[src/rtl/pulse_stretcher_pkg.sv]
// rtl/pulse_stretcher_pkg.sv - shared button package: stretcher states, queue width, shaper constants
package pulse_stretcher_pkg;

    typedef enum logic [1:0] {
        ST_IDLE   = 2'b00,
        ST_ASSERT = 2'b01,
        ST_GAP    = 2'b10
    } ps_state_e;

    localparam int PEND_W = 4;

    localparam int SHAPER_SYNC_STAGES     = 2;
    localparam int SHAPER_DEBOUNCE_CYCLES = 4;

    // Width that holds max(a, b) without wrapping.
    function automatic int cnt_width(input int a, input int b);
        int m;
        m = (a > b) ? a : b;
        return $clog2(m + 1);
    endfunction

endpackage

[src/rtl/pulse_stretcher_down_counter.sv]
// rtl/pulse_stretcher_down_counter.sv - loadable down counter that stops at zero
module pulse_stretcher_down_counter #(
    parameter int W = 6
) (
    input  logic         clk,
    input  logic         reset,
    input  logic         load,
    input  logic [W-1:0] loadVal,
    input  logic         en,
    output logic         zero
);

    logic [W-1:0] cnt_q;
    logic [W-1:0] cnt_d;

    // Load wins over decrement; the count saturates at zero instead of wrapping.
    always_comb begin
        cnt_d = cnt_q;
        if (load) begin
            cnt_d = loadVal;
        end else if (en && (cnt_q != '0)) begin
            cnt_d = cnt_q - W'(1);
        end
    end

    always_ff @(posedge clk or posedge reset) begin
        if (reset) begin
            cnt_q <= '0;
        end else begin
            cnt_q <= cnt_d;
        end
    end

    assign zero = (cnt_q == '0);

endmodule

[src/rtl/pulse_stretcher.sv]
// rtl/pulse_stretcher.sv - turns trig requests into queued active-low button presses
module pulse_stretcher
    import pulse_stretcher_pkg::*;
#(
    parameter int HOLD_CYCLES = 50,
    parameter int GAP_CYCLES  = 10,
    parameter int PEND_MAX    = 3
) (
    input  logic              clk,
    input  logic              reset,
    input  logic              trig,
    output logic              btnOut,
    output logic              busy,
    output logic [PEND_W-1:0] pending,
    output logic              dropped
);

    localparam int                CW        = cnt_width(HOLD_CYCLES, GAP_CYCLES);
    localparam logic [CW-1:0]     HOLD_LOAD = CW'(HOLD_CYCLES - 1);
    localparam logic [CW-1:0]     GAP_LOAD  = CW'(GAP_CYCLES - 1);
    localparam logic [PEND_W-1:0] PEND_LIM  = PEND_W'(PEND_MAX);
    localparam logic [PEND_W-1:0] PEND_ONE  = PEND_W'(1);

    ps_state_e         state_q, state_d;
    logic [PEND_W-1:0] pending_q, pending_d;
    logic              btn_out_q, btn_out_d;
    logic              busy_q, busy_d;
    logic              dropped_q, dropped_d;

    logic              load;
    logic [CW-1:0]     load_val;
    logic              cnt_en;
    logic              cnt_zero;
    logic              room;

    pulse_stretcher_down_counter #(.W(CW)) u_counter (
        .clk     (clk),
        .reset   (reset),
        .load    (load),
        .loadVal (load_val),
        .en      (cnt_en),
        .zero    (cnt_zero)
    );

    assign room = (pending_q < PEND_LIM);

    // Counter holds (remaining cycles - 1); zero marks the last cycle of a phase.
    always_comb begin
        state_d   = state_q;
        pending_d = pending_q;
        dropped_d = 1'b0;
        load      = 1'b0;
        load_val  = HOLD_LOAD;
        cnt_en    = 1'b0;
        case (state_q)
            ST_IDLE: begin
                if (trig) begin
                    state_d = ST_ASSERT;
                    load    = 1'b1;
                end
            end
            ST_ASSERT: begin
                cnt_en = 1'b1;
                if (trig) begin
                    if (room) pending_d = pending_q + PEND_ONE;
                    else      dropped_d = 1'b1;
                end
                if (cnt_zero) begin
                    state_d  = ST_GAP;
                    load     = 1'b1;
                    load_val = GAP_LOAD;
                end
            end
            ST_GAP: begin
                cnt_en = 1'b1;
                if (!cnt_zero) begin
                    if (trig) begin
                        if (room) pending_d = pending_q + PEND_ONE;
                        else      dropped_d = 1'b1;
                    end
                end else if (pending_q != '0) begin
                    // A trig here refills the slot being consumed, so the count holds.
                    state_d = ST_ASSERT;
                    load    = 1'b1;
                    if (!trig) pending_d = pending_q - PEND_ONE;
                end else if (trig) begin
                    state_d = ST_ASSERT;
                    load    = 1'b1;
                end else begin
                    state_d = ST_IDLE;
                end
            end
            default: begin
                state_d = ST_IDLE;
            end
        endcase
        btn_out_d = (state_d != ST_ASSERT);
        busy_d    = (state_d != ST_IDLE);
    end

    always_ff @(posedge clk or posedge reset) begin
        if (reset) begin
            state_q   <= ST_IDLE;
            pending_q <= '0;
            btn_out_q <= 1'b1;
            busy_q    <= 1'b0;
            dropped_q <= 1'b0;
        end else begin
            state_q   <= state_d;
            pending_q <= pending_d;
            btn_out_q <= btn_out_d;
            busy_q    <= busy_d;
            dropped_q <= dropped_d;
        end
    end

    assign btnOut  = btn_out_q;
    assign busy    = busy_q;
    assign pending = pending_q;
    assign dropped = dropped_q;

endmodule

[config.mk]
export PLATFORM = sky130hd
export DESIGN_NAME = pulse_stretcher
export DESIGN_NICKNAME = d
export VERILOG_FILES = /design/src/rtl/pulse_stretcher_pkg.sv /design/src/rtl/pulse_stretcher_down_counter.sv /design/src/rtl/pulse_stretcher.sv
export SDC_FILE = /design/constraint.sdc
export NUM_CORES = 1
export LEC_CHECK = 0
export ABC_AREA = 1
export BUFFER_PORTS_ARGS = -buffer_cell sky130_fd_sc_hd__buf_2
export CORE_UTILIZATION = 57
export CTS_BUF_LIST = sky130_fd_sc_hd__clkbuf_4 sky130_fd_sc_hd__clkbuf_8
export DETAILED_ROUTE_END_ITERATION = 16
export PLACE_DENSITY = 0.82
export SLEW_MARGIN = 20
export SYNTH_ARGS = -nofsm -noshare
export SYNTH_HDL_FRONTEND = slang
export SYNTH_HIERARCHICAL = 1
export SYNTH_SLANG_ARGS = --single-unit
[constraint.sdc]
create_clock -name clk -period 2.94 [get_ports clk]
set_clock_uncertainty 0.15 [all_clocks]
set_input_delay 0.882 -clock clk [delete_from_list [all_inputs] [get_ports clk]]
set_output_delay 0.882 -clock clk [all_outputs]
set_load 0.005 [all_outputs]
; ---- Word-level counts from Yosys, hierarchy flattened
; Index checks and enable logic that the tools add are counted.
[classes]
add_sub_neg = 3
magnitude_cmp = 1
eq_ne = 5
mux = 26
n_reduce_logical = 10
[ops]
columns = operator, count
row1 = $mux 6, 4
row2 = $mux 4, 5
row3 = $mux 1, 10
row4 = $pmux 4 s2, 1
row5 = $logic_not 6->1, 1
row6 = $mux 2, 3
row7 = $ne 3x3->1 const B, 2
row8 = $pmux 2 s3, 1
row9 = $reduce_bool 2->1, 3
row10 = $reduce_bool 6->1, 1
row11 = $sub 6x1->6 const B, 1
row12 = $add 4x1->4 const B, 1
row13 = $lt 4x2->1 const B, 1
row14 = $reduce_bool 4->1, 1
row15 = $sub 4x1->4 const B, 1
row16 = $pmux 1 s3, 1
row17 = $reduce_and 3->1, 1
row18 = $eq 2x1->1 const B, 1
row19 = $eq 2x2->1 const B, 1
row20 = $logic_not 2->1, 1
row21 = $ne 2x1->1 const B, 1
row22 = $pmux 1 s2, 1
row23 = $reduce_or 2->1, 1
row24 = $logic_and 1x1->1, 1
[word_totals]
reg_bits = 15
inputBits = 3
out_inout_bits = 7
elab_cells = 51

; ---- Longest topological paths before layout
; Gate-level depths: netlist (run 1).
[depth]
depth_word = 6
mapped_depth = 15
depth_no_buf = 14

; ---- Cells and area by module
; The synthesis (run 1) kept the hierarchy.
[modules_own_cells]
columns = mod, n_inst, cells_per_inst, area_per_inst_um2, seq_area_each_um2
row1 = pulse_stretcher, 1, 88, 633.1, 226.5
row2 = pulse_stretcher_down_counter, 1, 56, 454.2, 150.1

; ---- Worst setup path before layout (run 1)
; Ideal clock, no wire load.
[synth_path]
path_type = reg2reg
start = reg u_counter.cnt_q[0]
end = reg u_counter.cnt_q[3]
arrival_ns = 1.792
path_slack_ns = 0.876
path_stages_with_launch = 15
path_buffers = 1
synth_period_minus_slack_ns = 2.064
path_cell_list = dfrtp_1 inv_1 ha_1 nand3_2 inv_1 nand2_2 nand2_1 nand2_1 nand2_1 inv_2 a21oi_1 buf_2 inv_1 nand3_1 nand3_2
[synth_via]
elab_chain_len = 4
word_cells_on_any_way = 12
cone_classes = add/sub: 1 / mux: 7 / reduce/logical: 4
[synth_lines]
columns = element, line_no
row1 = start: declaration, pulse_stretcher_down_counter.sv:13  ; logic [W-1:0] cnt_q;
row2 = start signal: assignment, pulse_stretcher_down_counter.sv:30  ; cnt_q <= cnt_d;
row3 = $logic_not 6->1 (*), pulse_stretcher_down_counter.sv:34  ; assign zero = (cnt_q == '0);
row4 = via cnt_zero, pulse_stretcher.sv:33  ; logic cnt_zero;
row5 = "$mux 1, on equally long branches", "pulse_stretcher.sv:76, pulse_stretcher.sv:68"
row6 = $pmux 1 s3 (*), pulse_stretcher.sv:55  ; case (state_q)
row7 = via load, pulse_stretcher.sv:30  ; logic load;
row8 = $mux 6 or $reduce_bool 2->1 (tied branches), --
; Mark *: on every way through the listed nets, which the timed path passes. The rest lies on a longest branch. The select of a mux whose other input is x is not followed.
; A chain may end at the register's enable or synchronous reset.

; ---- Worst setup path in the final report (run 1)
; Same ends and word-level chain as after synthesis.

==> flow_metrics.tcl, run 1 <==
set metrics [dict create \
    routed_wl_mm 2.03 \
    endpoint_kind "flop" \
    ir_drop_mv 0.551 \
    antenna_left 0 \
    grt_setup_unrepaired "false" \
    grt_first_pass_wirelength_mm 3.45 \
    path_max_fanout 10 \
    syn_area_per_cell_um2 7.55 \
    synthCells 144 \
    cts-htree-levels 1 \
    cp.arrival_ns 2.31 \
    crit_chain "inv_1 -> ha_1 -> nand3_2 -> inv_1 -> nand2_2 -> nand2_1 -> nand2_1 -> nand2_1 -> inv_2 -> a21oi_1 -> buf_4 -> inv_1 -> nand3_1 -> nand3_2" \
    grt_pass1_vias 836 \
    chipWidth_um 45.7 \
    grt_max_degree 11 \
    drt-initial-drc-count 31 \
    fin_area_um2 1200 \
    synthDominantCellAreaShare_pct 32.2 \
    crit_required_ns 2.96 \
    fin_crit_sh_pct 78.1 \
    max_stage_delay_ns 0.39 \
    hold_buffers 0 \
    setup_tns_ns 0 \
    leakage_nw 0.649 \
    clk_pin_slew_ns 0.09 \
    gp_congestion 0.890 \
    cts.sinks 15 \
    start_kind "flop" \
    yosysTopAreaCell "dfrtp_1" \
    max-cap-violations 0 \
    slew_violations 0 \
    synth-async-reset-ratio_pct 100 \
    synth_ff_type "dfrtp_1" \
    netlist_area_um2 1090 \
    clock_latency_ns 0.28 \
    drive_above_1_share_pct 22.2 \
    io_buffers 9 \
    synth_edf_count 0 \
    coreArea_um2 1760 \
    postPlaceCellArea_um2 1170 \
    vias 918 \
    antenna-diode-count 0 \
    fillCellCount 157 \
    overflow 0 \
    finalSetupViolCount 0 \
    cts_buffers 3 \
    viasPerCell 5.02 \
    hold_violations 0 \
    fmax_mhz 436 \
    initial_core_util_pct 61.6 \
    fin_nets 171 \
    yosys_warnings 6 \
    firstDrtPassIters 4 \
    synth-seq-cells 15 \
    areaGrowthSynthToFinish_pct 10.4 \
    ys_seq_area_share_pct 34.6 \
    drc 0 \
    io_pins 10 \
    ys_types 23 \
    hpwl_mm 1.64 \
    yosysMostFrequentCell "nand2_1" \
    grt_usage_pct 23.3 \
    num_rows 15 \
    cts-root-buf "clkbuf_4" \
    dieArea_um2 2090 \
    slowest_stage "dfrtp_1" \
    final.min_clock_period_ns 2.29 \
    cts_setup_buffers 0 \
    synthTopCellsByCount "38 x nand2_1, 24 x inv_1, 14 x dfrtp_1, 12 x nand3_1, 12 x nor2_1" \
    ys_top_cells_by_area "dfrtp_1 32%, nand2_1 13%, ha_1 10%" \
    cts_tree "built" \
    worstSetupPathType "flop to flop" \
    routedWlPerCell_um 11.1 \
    status "finished clean" \
    die_y_um 45.7 \
    post_cts_resized 0 \
    hold_path.class "primary input to asynchronous set/reset pin" \
    cts_max_path_buffers 2 \
    utilization_pct 68.0 \
    critPathLaunch "u_counter/cnt_q[0]$_DFFE_PP0P_" \
    r2r-start "u_counter/cnt_q[0]$_DFFE_PP0P_" \
    antenna_found_initial 0 \
    power_per_cell_area_nw_per_um2 1000 \
]
-- area by class of cell --
| cell class | instances | area, um2 | share of cell area (%) |
|---|---|---|---|
| multi-input combinational | 103 | 612 | 51.0 |
| clock buffer | 4 | 30.0 | 2.50 |
| inverter | 26 | 97.6 | 8.13 |
| tap | 25 | 31.3 | 2.61 |
| timing repair buffer | 10 | 52.6 | 4.38 |
| sequential | 15 | 377 | 31.4 |
-- critical path, delay by kind of cell (launching register included) --
kind / cells / cell delay, ns
AO/OA/AOI/OAI: 1 / 0.13
adder cells (fa/ha/maj): 1 / 0.20
buffers and inverters: 5 / 0.65
flip-flops: 1 / 0.39
AND/OR/NAND/NOR: 7 / 0.64
-- registers in the layout, indices dropped and copies added (netlist names) --
signal / flops
u_counter/cnt_q: 6
dropped: 1
pending: 4
busy: 1
state_q: 2
btnOut: 1
-- per-layer routing --
metal  vias to the layer above  global-route usage (%)  part of all wire (%)
met4                         0                    9.09                     0
met3                         0                    4.76                   6.0
met5                         -                       0                     0
met1                       423                    31.1                    45
met2                        31                    36.6                    49
li1                        464                       -                     -
-- power breakdown --
group          switching, W  total (W)  leakage [nW]  internal, W
Clock             0.0000662   0.000128        0.0184    0.0000618
Combinational      0.000434   0.000713         0.451     0.000278
Sequential        0.0000693   0.000361         0.179     0.000292
Total              0.000570    0.00120         0.649     0.000632
-- through the flow --
| stage | worst slack [ns] | hold slack, ns | total power [W] | std cells |
|---|---|---|---|---|
| after floorplan | 0.876 | 0.358 | 0.000925 | 145 |
| final | 0.645 | 0.364 | 0.00120 | 183 |
| after detailed placement | 0.715 | 0.364 | 0.00108 | 179 |
| after global routing | 0.498 | 0.371 | 0.00132 | 183 |
| after CTS | 0.689 | 0.364 | 0.00121 | 183 |
| after global placement | 0.810 | 0.352 | 0.00105 | 179 |
-- final timing paths --
kind / end / slack [ns] / depth (start not counted)
max: u_counter/cnt_q[3]$_DFFE_PP0P_ / 0.65 / 14
min: u_counter/cnt_q[0]$_DFFE_PP0P_ / 0.36 / 2
max reg2reg: u_counter/cnt_q[3]$_DFFE_PP0P_ / 0.65 / 14
min reg2reg: pending[0]$_DFFE_PP0P_ / 0.38 / 2
max in group asynchronous: btnOut$_DFF_PP1_ / 1.92 / 2
min in group clk: pending[0]$_DFFE_PP0P_ / 0.38 / 2
-- layout by cell type (no fill, tap or decap) --
cell type  instances
dfrtp_1           14
dfstp_2            1
nand2_4            3
ha_1               9
nand4_1            1
a21oi_1            1
inv_2              2
o21ai_0            3
nand3_1           12
buf_4              1
o21ai_2            3
o31ai_1            1
inv_1             24
buf_2              9
o21bai_1           1
clkbuf_4           4
xor2_1             2
xnor2_1            2
conb_1             3
nor2_4             2
nand3_2            5
nor2_2             1
nor2_1            12
nand2_2            4
nand2_1           38
-- kinds of logic after synthesis --
| family | after synthesis | synth area share [%] |
|---|---|---|
| compound gates | 9 | 5.64 |
| xor+xnor | 4 | 3.22 |
| fa+ha+maj | 9 | 10.4 |
| buf+inv | 27 | 9.44 |
| flops | 15 | 34.6 |
| other cells | 2 | 0.691 |
| simple gates | 78 | 36.0 |
(Power assumes the default switching activity.)
==> run 2, diff against run 1 <==
Clock period 2.94 ns to 2.2 ns, I/O delays scaled along.
==> run 2 against run 1 <==
Against the previous run:
- wire length up 0.49%
- sequential cell count unchanged
- global-route usage down 0.32 points
- via count down 1.2%
- hold slack worse by 0.25 ns
- fmax up 15%
- highest routed layer is now met4
- die area unchanged
- core utilization up 1.8 points
- clock-buffer cell count down 1
==> flow_metrics.tcl, run 2 (synthesis gave the netlist of run 1 again) <==
set metrics [dict create \
    clock_latency_ns 0.30 \
    drive_above_1_share_pct 25.6 \
    grt_pass1_vias 833 \
    antenna_left 0 \
    regMostFlops "u_counter/cnt_q" \
    power_per_cell_area_nw_per_um2 1350 \
    r2r-start "u_counter/cnt_q[0]$_DFFE_PP0P_" \
    setup_tns_ns 0 \
    hold_violations 0 \
    grt_setup_unrepaired "false" \
    mostFrequentLayoutCells "38 x nand2_1, 22 x inv_1, 14 x dfrtp_1" \
    finalSetupViolCount 0 \
    coreArea_um2 1760 \
    fin_nets 173 \
    leakage_nw 0.670 \
    worstSetupPathType "flop to flop" \
    grt_usage_pct 23.0 \
    cts-htree-levels 1 \
    critPathLaunch "u_counter/cnt_q[0]$_DFFE_PP0P_" \
    power_switching_w 0.000794 \
    dieArea_um2 2090 \
    routedWlPerCell_um 11.0 \
    fin_crit_sh_pct 90.7 \
    slew_violations 0 \
    clock_power_share_pct 10.1 \
    hpwl_mm 1.63 \
    cts_tree "built" \
    drt-initial-drc-count 29 \
    cts-root-buf "clkbuf_4" \
    fin_area_um2 1230 \
    slowest_stage "dfrtp_1" \
    cts_buffers 3 \
    grt_max_degree 10 \
    instances_no_fill 185 \
    ir_drop_mv 0.839 \
    io_pins 10 \
    grt_first_pass_wirelength_mm 3.41 \
    p_seq_share_pct 28.7 \
    postPlaceCellArea_um2 1180 \
    die_y_um 45.7 \
    antenna_found_initial 0 \
    crit_buf_inv 5 \
    clk_pin_slew_ns 0.10 \
    dp.cells 181 \
    chipWidth_um 45.7 \
    cts_max_path_buffers 2 \
    rrSetupSlack_ns 0.20 \
    cp-endpoint "u_counter/cnt_q[3]$_DFFE_PP0P_" \
    crit_required_ns 2.24 \
    r2r_end "u_counter/cnt_q[3]$_DFFE_PP0P_" \
    io_buffers 9 \
    crit_family "simple AND/OR/NAND/NOR gates" \
    drc 0 \
    overflow 0 \
    cts.sinks 15 \
    hold_path.class "primary input to asynchronous set/reset pin" \
    path_max_fanout 7 \
    routed_wl_mm 2.04 \
    status "finished clean" \
    fmax_mhz 501 \
    final_common_cell "nand2_1" \
    viasPerCell 4.90 \
    cp.arrival_ns 2.03 \
    switching_share_pct 47.8 \
    reg2reg_depth 13 \
    max_stage_delay_ns 0.39 \
    firstDrtPassIters 4 \
    endpoint_kind "flop" \
    areaGrowthSynthToFinish_pct 13.2 \
    p_int_w 0.000866 \
    final.min_clock_period_ns 2.00 \
    comb_power_share_pct 61.2 \
    start_kind "flop" \
    max-cap-violations 0 \
    antenna-diode-count 0 \
    num_rows 15 \
    gp_congestion 0.857 \
    crit_cells 13 \
    crit_chain "inv_1 -> ha_2 -> nand3_2 -> inv_2 -> nand2_4 -> inv_1 -> nand2_1 -> nand2_1 -> inv_2 -> a21oi_4 -> inv_1 -> nand3_1 -> nand3_2" \
    vias 907 \
    crit_top_cell "inv_1" \
    initial_core_util_pct 61.6 \
    largest_reg_flops 6 \
]
## run 2: changes by cell type in the layout (fill, tap and decap cells not counted), sizes merged
cell / previous run / this run
clkbuf: 4 / 3
clkinv: 0 / 1
buf: 10 / 12
## run 2: layout make-up
class	count	area, um2
clock buffer	3	22.5
tap	25	31.3
fill	151	533
timing repair buffer	12	67.6
sequential	15	377
inverter	26	97.6
multi-input combinational	103	631
clock inverter	1	5.00
## run 2: routing by layer
layer | GRT usage (%) | vias up | part of all wire, %
met5 | 0 | - | 0
met4 | 11.5 | 0 | 2.4
met3 | 3.17 | 7 | 3.9
met2 | 37.1 | 23 | 47
met1 | 29.6 | 410 | 47
li1 | - | 467 | -
## run 2: power by group through the flow
stage               sequential [W]  clock, W  combinational [W]
CTS                       0.000476  0.000171           0.000990
finish                    0.000476  0.000168            0.00102
floorplan                 0.000469         0           0.000768
global placement          0.000480         0           0.000952
detailed placement        0.000481         0           0.000984
global route              0.000490  0.000184            0.00114
## run 2: worst min-delay path by stage
stage | end | from | cells past startpoint
2_1_floorplan | u_counter/cnt_q[0]$_DFFE_PP0P_ | reset | 1
3_3_place_gp | pending[0]$_DFFE_PP0P_ | pending[0]$_DFFE_PP0P_ | 2
3_5_place_dp | pending[0]$_DFFE_PP0P_ | pending[0]$_DFFE_PP0P_ | 2
4_1_cts | u_counter/cnt_q[5]$_DFFE_PP0P_ | reset | 2
5_1_grt | u_counter/cnt_q[5]$_DFFE_PP0P_ | reset | 2
6_report | u_counter/cnt_q[5]$_DFFE_PP0P_ | reset | 2
## run 2: worst register-to-register path, stage by stage, from the launching register on
cell and delay (ns):
dfrtp_1 0.39, inv_1 0.10, ha_2 0.20, nand3_2 0.11, inv_2 0.11, nand2_4 0.09, inv_1 0.07, nand2_1 0.06
nand2_1 0.08, inv_2 0.06, a21oi_4 0.13, inv_1 0.14, nand3_1 0.13, nand3_2 0.08
## run 2: what timing repair did
item,4_1_cts,5_1_grt
hold buffers,0,0
endpoints found under the setup margin,0,6
gates resized for setup,0,6
endpoints found under the hold margin,0,0
buffers inserted,0,0
## run 2: through the flow
step           power (W)  utilization (%)  worst slack [ns]  hold WS, ns
2_1_floorplan    0.00124                -             0.136        0.301
3_3_place_gp     0.00143             67.2             0.158        0.360
3_5_place_dp     0.00146             67.2            0.0413        0.373
4_1_cts          0.00164             68.7           0.00432        0.128
5_1_grt          0.00182             69.8            0.0137        0.141
6_report         0.00166             69.8             0.204        0.118
==> run 3, diff against run 2 <==
Settings changed: CORE_UTILIZATION 57 to 60, PLACE_DENSITY 0.82 to 0.85.
==> run 3 against run 2 <==
Against the previous run:
- final cell count increased by 2.2%
- power increased by 12%
- sequential power about the same
- largest power group unchanged
- hold slack better by 0.031 ns
- critical path depth up 1
- critical path type unchanged
- non-clock buffer count is 4 higher
- largest cell class unchanged
- combinational power is 19% higher
- fmax decreased by 4.9%
- clock power is essentially flat
- core utilization is 7.4 points higher
- via count rose by 4.0%
- cell area increased by 7.1%
==> flow_metrics.tcl, run 3 (synthesis gave the netlist of run 1 again) <==
set metrics [dict create \
    fmax_mhz 476 \
    grt_pass1_vias 905 \
    fin_nets 177 \
    status "finished clean" \
    cts_max_path_buffers 2 \
    start_kind "flop" \
    dieArea_um2 1990 \
    routed_wl_mm 2.27 \
    overflow 0 \
    fin_area_um2 1320 \
    crit_top_cell "nand2_1" \
    antenna_left 0 \
    ir_drop_mv 0.959 \
    hold_violations 0 \
    antenna-diode-count 0 \
    areaGrowthSynthToFinish_pct 21.3 \
    regMostFlops "u_counter/cnt_q" \
    io_pins 10 \
    finalSetupViolCount 0 \
    num_rows 15 \
    leakage_nw 0.694 \
    crit_chain "nor2_4 -> nand3_4 -> inv_4 -> nand2_4 -> inv_1 -> nand2_1 -> nand2_1 -> inv_2 -> a21oi_4 -> buf_12 -> clkinvlp_4 -> nand2_4 -> nand2_1 -> o21ai_2" \
    cts-root-buf "clkbuf_4" \
    finalWorstSetupSlack_ns 0.101 \
    routedWlPerCell_um 12.0 \
    viasPerCell 4.99 \
    final.min_clock_period_ns 2.10 \
    io_buffers 9 \
    mostFrequentLayoutCells "38 x nand2_1, 20 x inv_1, 13 x dfrtp_1" \
    path_max_fanout 7 \
    coreArea_um2 1710 \
    cp.arrival_ns 2.16 \
    slowest_stage "dfrtp_1" \
    grt_first_pass_wirelength_mm 3.55 \
    grt_max_degree 11 \
    clock_latency_ns 0.28 \
    worstSetupPathType "flop to flop" \
    largest_reg_flops 6 \
    grt_usage_pct 24.3 \
    hpwl_mm 1.65 \
    fin_crit_sh_pct 95.4 \
    die_y_um 44.6 \
    slew_violations 0 \
    power_w 0.00185 \
    final_common_cell "nand2_1" \
    crit_family "simple AND/OR/NAND/NOR gates" \
    hold_path.class "primary input to asynchronous set/reset pin" \
    max_stage_delay_ns 0.47 \
    antenna_found_initial 0 \
    initial_core_util_pct 63.7 \
    cts-htree-levels 1 \
    crit_buf_inv 5 \
    postPlaceCellArea_um2 1200 \
    vias 943 \
    drc 0 \
    endpoint_kind "flop" \
    max-cap-violations 0 \
    setup_tns_ns 0 \
    cts_tree "built" \
    cts_buffers 3 \
    chipWidth_um 44.6 \
    drt-initial-drc-count 24 \
    power_per_cell_area_nw_per_um2 1410 \
    hold_buffers 0 \
    firstDrtPassIters 4 \
    cts.sinks 15 \
    gp_congestion 0.844 \
    detailedPlace.worstSlack_ns 0.0146 \
    drive_above_1_share_pct 31.7 \
    crit_required_ns 2.26 \
    holdWs_ns 0.150 \
    clk_pin_slew_ns 0.09 \
]
run 3: cell count changes in the layout (fill, tap and decap cells not counted), moves of 2 or more:
cell,change
buf_4,+3
nand3_2,+2
inv_1,-2
nand3_1,-3
run 3: per-stage QoR:
stage                     util, %  instances
after floorplan                 -        145
after global placement       70.5        182
after detailed placement     70.5        182
after CTS                    72.3        186
after global routing         77.2        189
final                        77.2        189
run 3: metal layers:
layer / GRT usage, % / wire [um] / vias to the layer above
li1: - / - / 480
met1: 32.8 / 1010 / 439
met2: 39.4 / 1130 / 16
met3: 3.67 / 65 / 8
met4: 9.09 / 68 / 0
met5: 0 / 0 / -
run 3: where the power goes:
part,internal [W],switching [W],total (W),leakage [nW]
registers,0.000392,0.0000863,0.000478,0.178
clock network,0.0000826,0.0000870,0.000170,0.0184
logic,0.000502,0.000703,0.00121,0.498
total,0.000977,0.000876,0.00185,0.694
run 3: worst register-to-register path, cell delays in order (launching register included):
cell and delay (ns):
dfrtp_1 0.47, nor2_4 0.17, nand3_4 0.11, inv_4 0.09, nand2_4 0.08, inv_1 0.07, nand2_1 0.05, nand2_1 0.09
inv_2 0.06, a21oi_4 0.14, buf_12 0.13, clkinvlp_4 0.16, nand2_4 0.12, nand2_1 0.07, o21ai_2 0.06
run 3: what timing repair did:
action	CTS	global route
setup endpoints to repair	0	6
setup buffers	0	3
gates resized for setup	0	16
run 3: final timing paths:
kind / startpoint / end / slack [ns] / depth (start not counted)
max: u_counter/cnt_q[3]$_DFFE_PP0P_ / u_counter/cnt_q[1]$_DFFE_PP0P_ / 0.10 / 14
min: reset / u_counter/cnt_q[5]$_DFFE_PP0P_ / 0.15 / 2
max reg2reg: u_counter/cnt_q[3]$_DFFE_PP0P_ / u_counter/cnt_q[1]$_DFFE_PP0P_ / 0.10 / 14
min reg2reg: pending[0]$_DFFE_PP0P_ / pending[0]$_DFFE_PP0P_ / 0.38 / 2
max in group asynchronous: reset / btnOut$_DFF_PP1_ / 1.42 / 2
min in group clk: pending[0]$_DFFE_PP0P_ / pending[0]$_DFFE_PP0P_ / 0.38 / 2
run 3: layout make-up:
cell class | count | area (um2)
multi-input combinational | 103 | 666
fill | 125 | 389
sequential | 15 | 378
timing repair buffer | 16 | 110
inverter | 26 | 104
tap | 25 | 31.3
clock buffer | 4 | 30.0
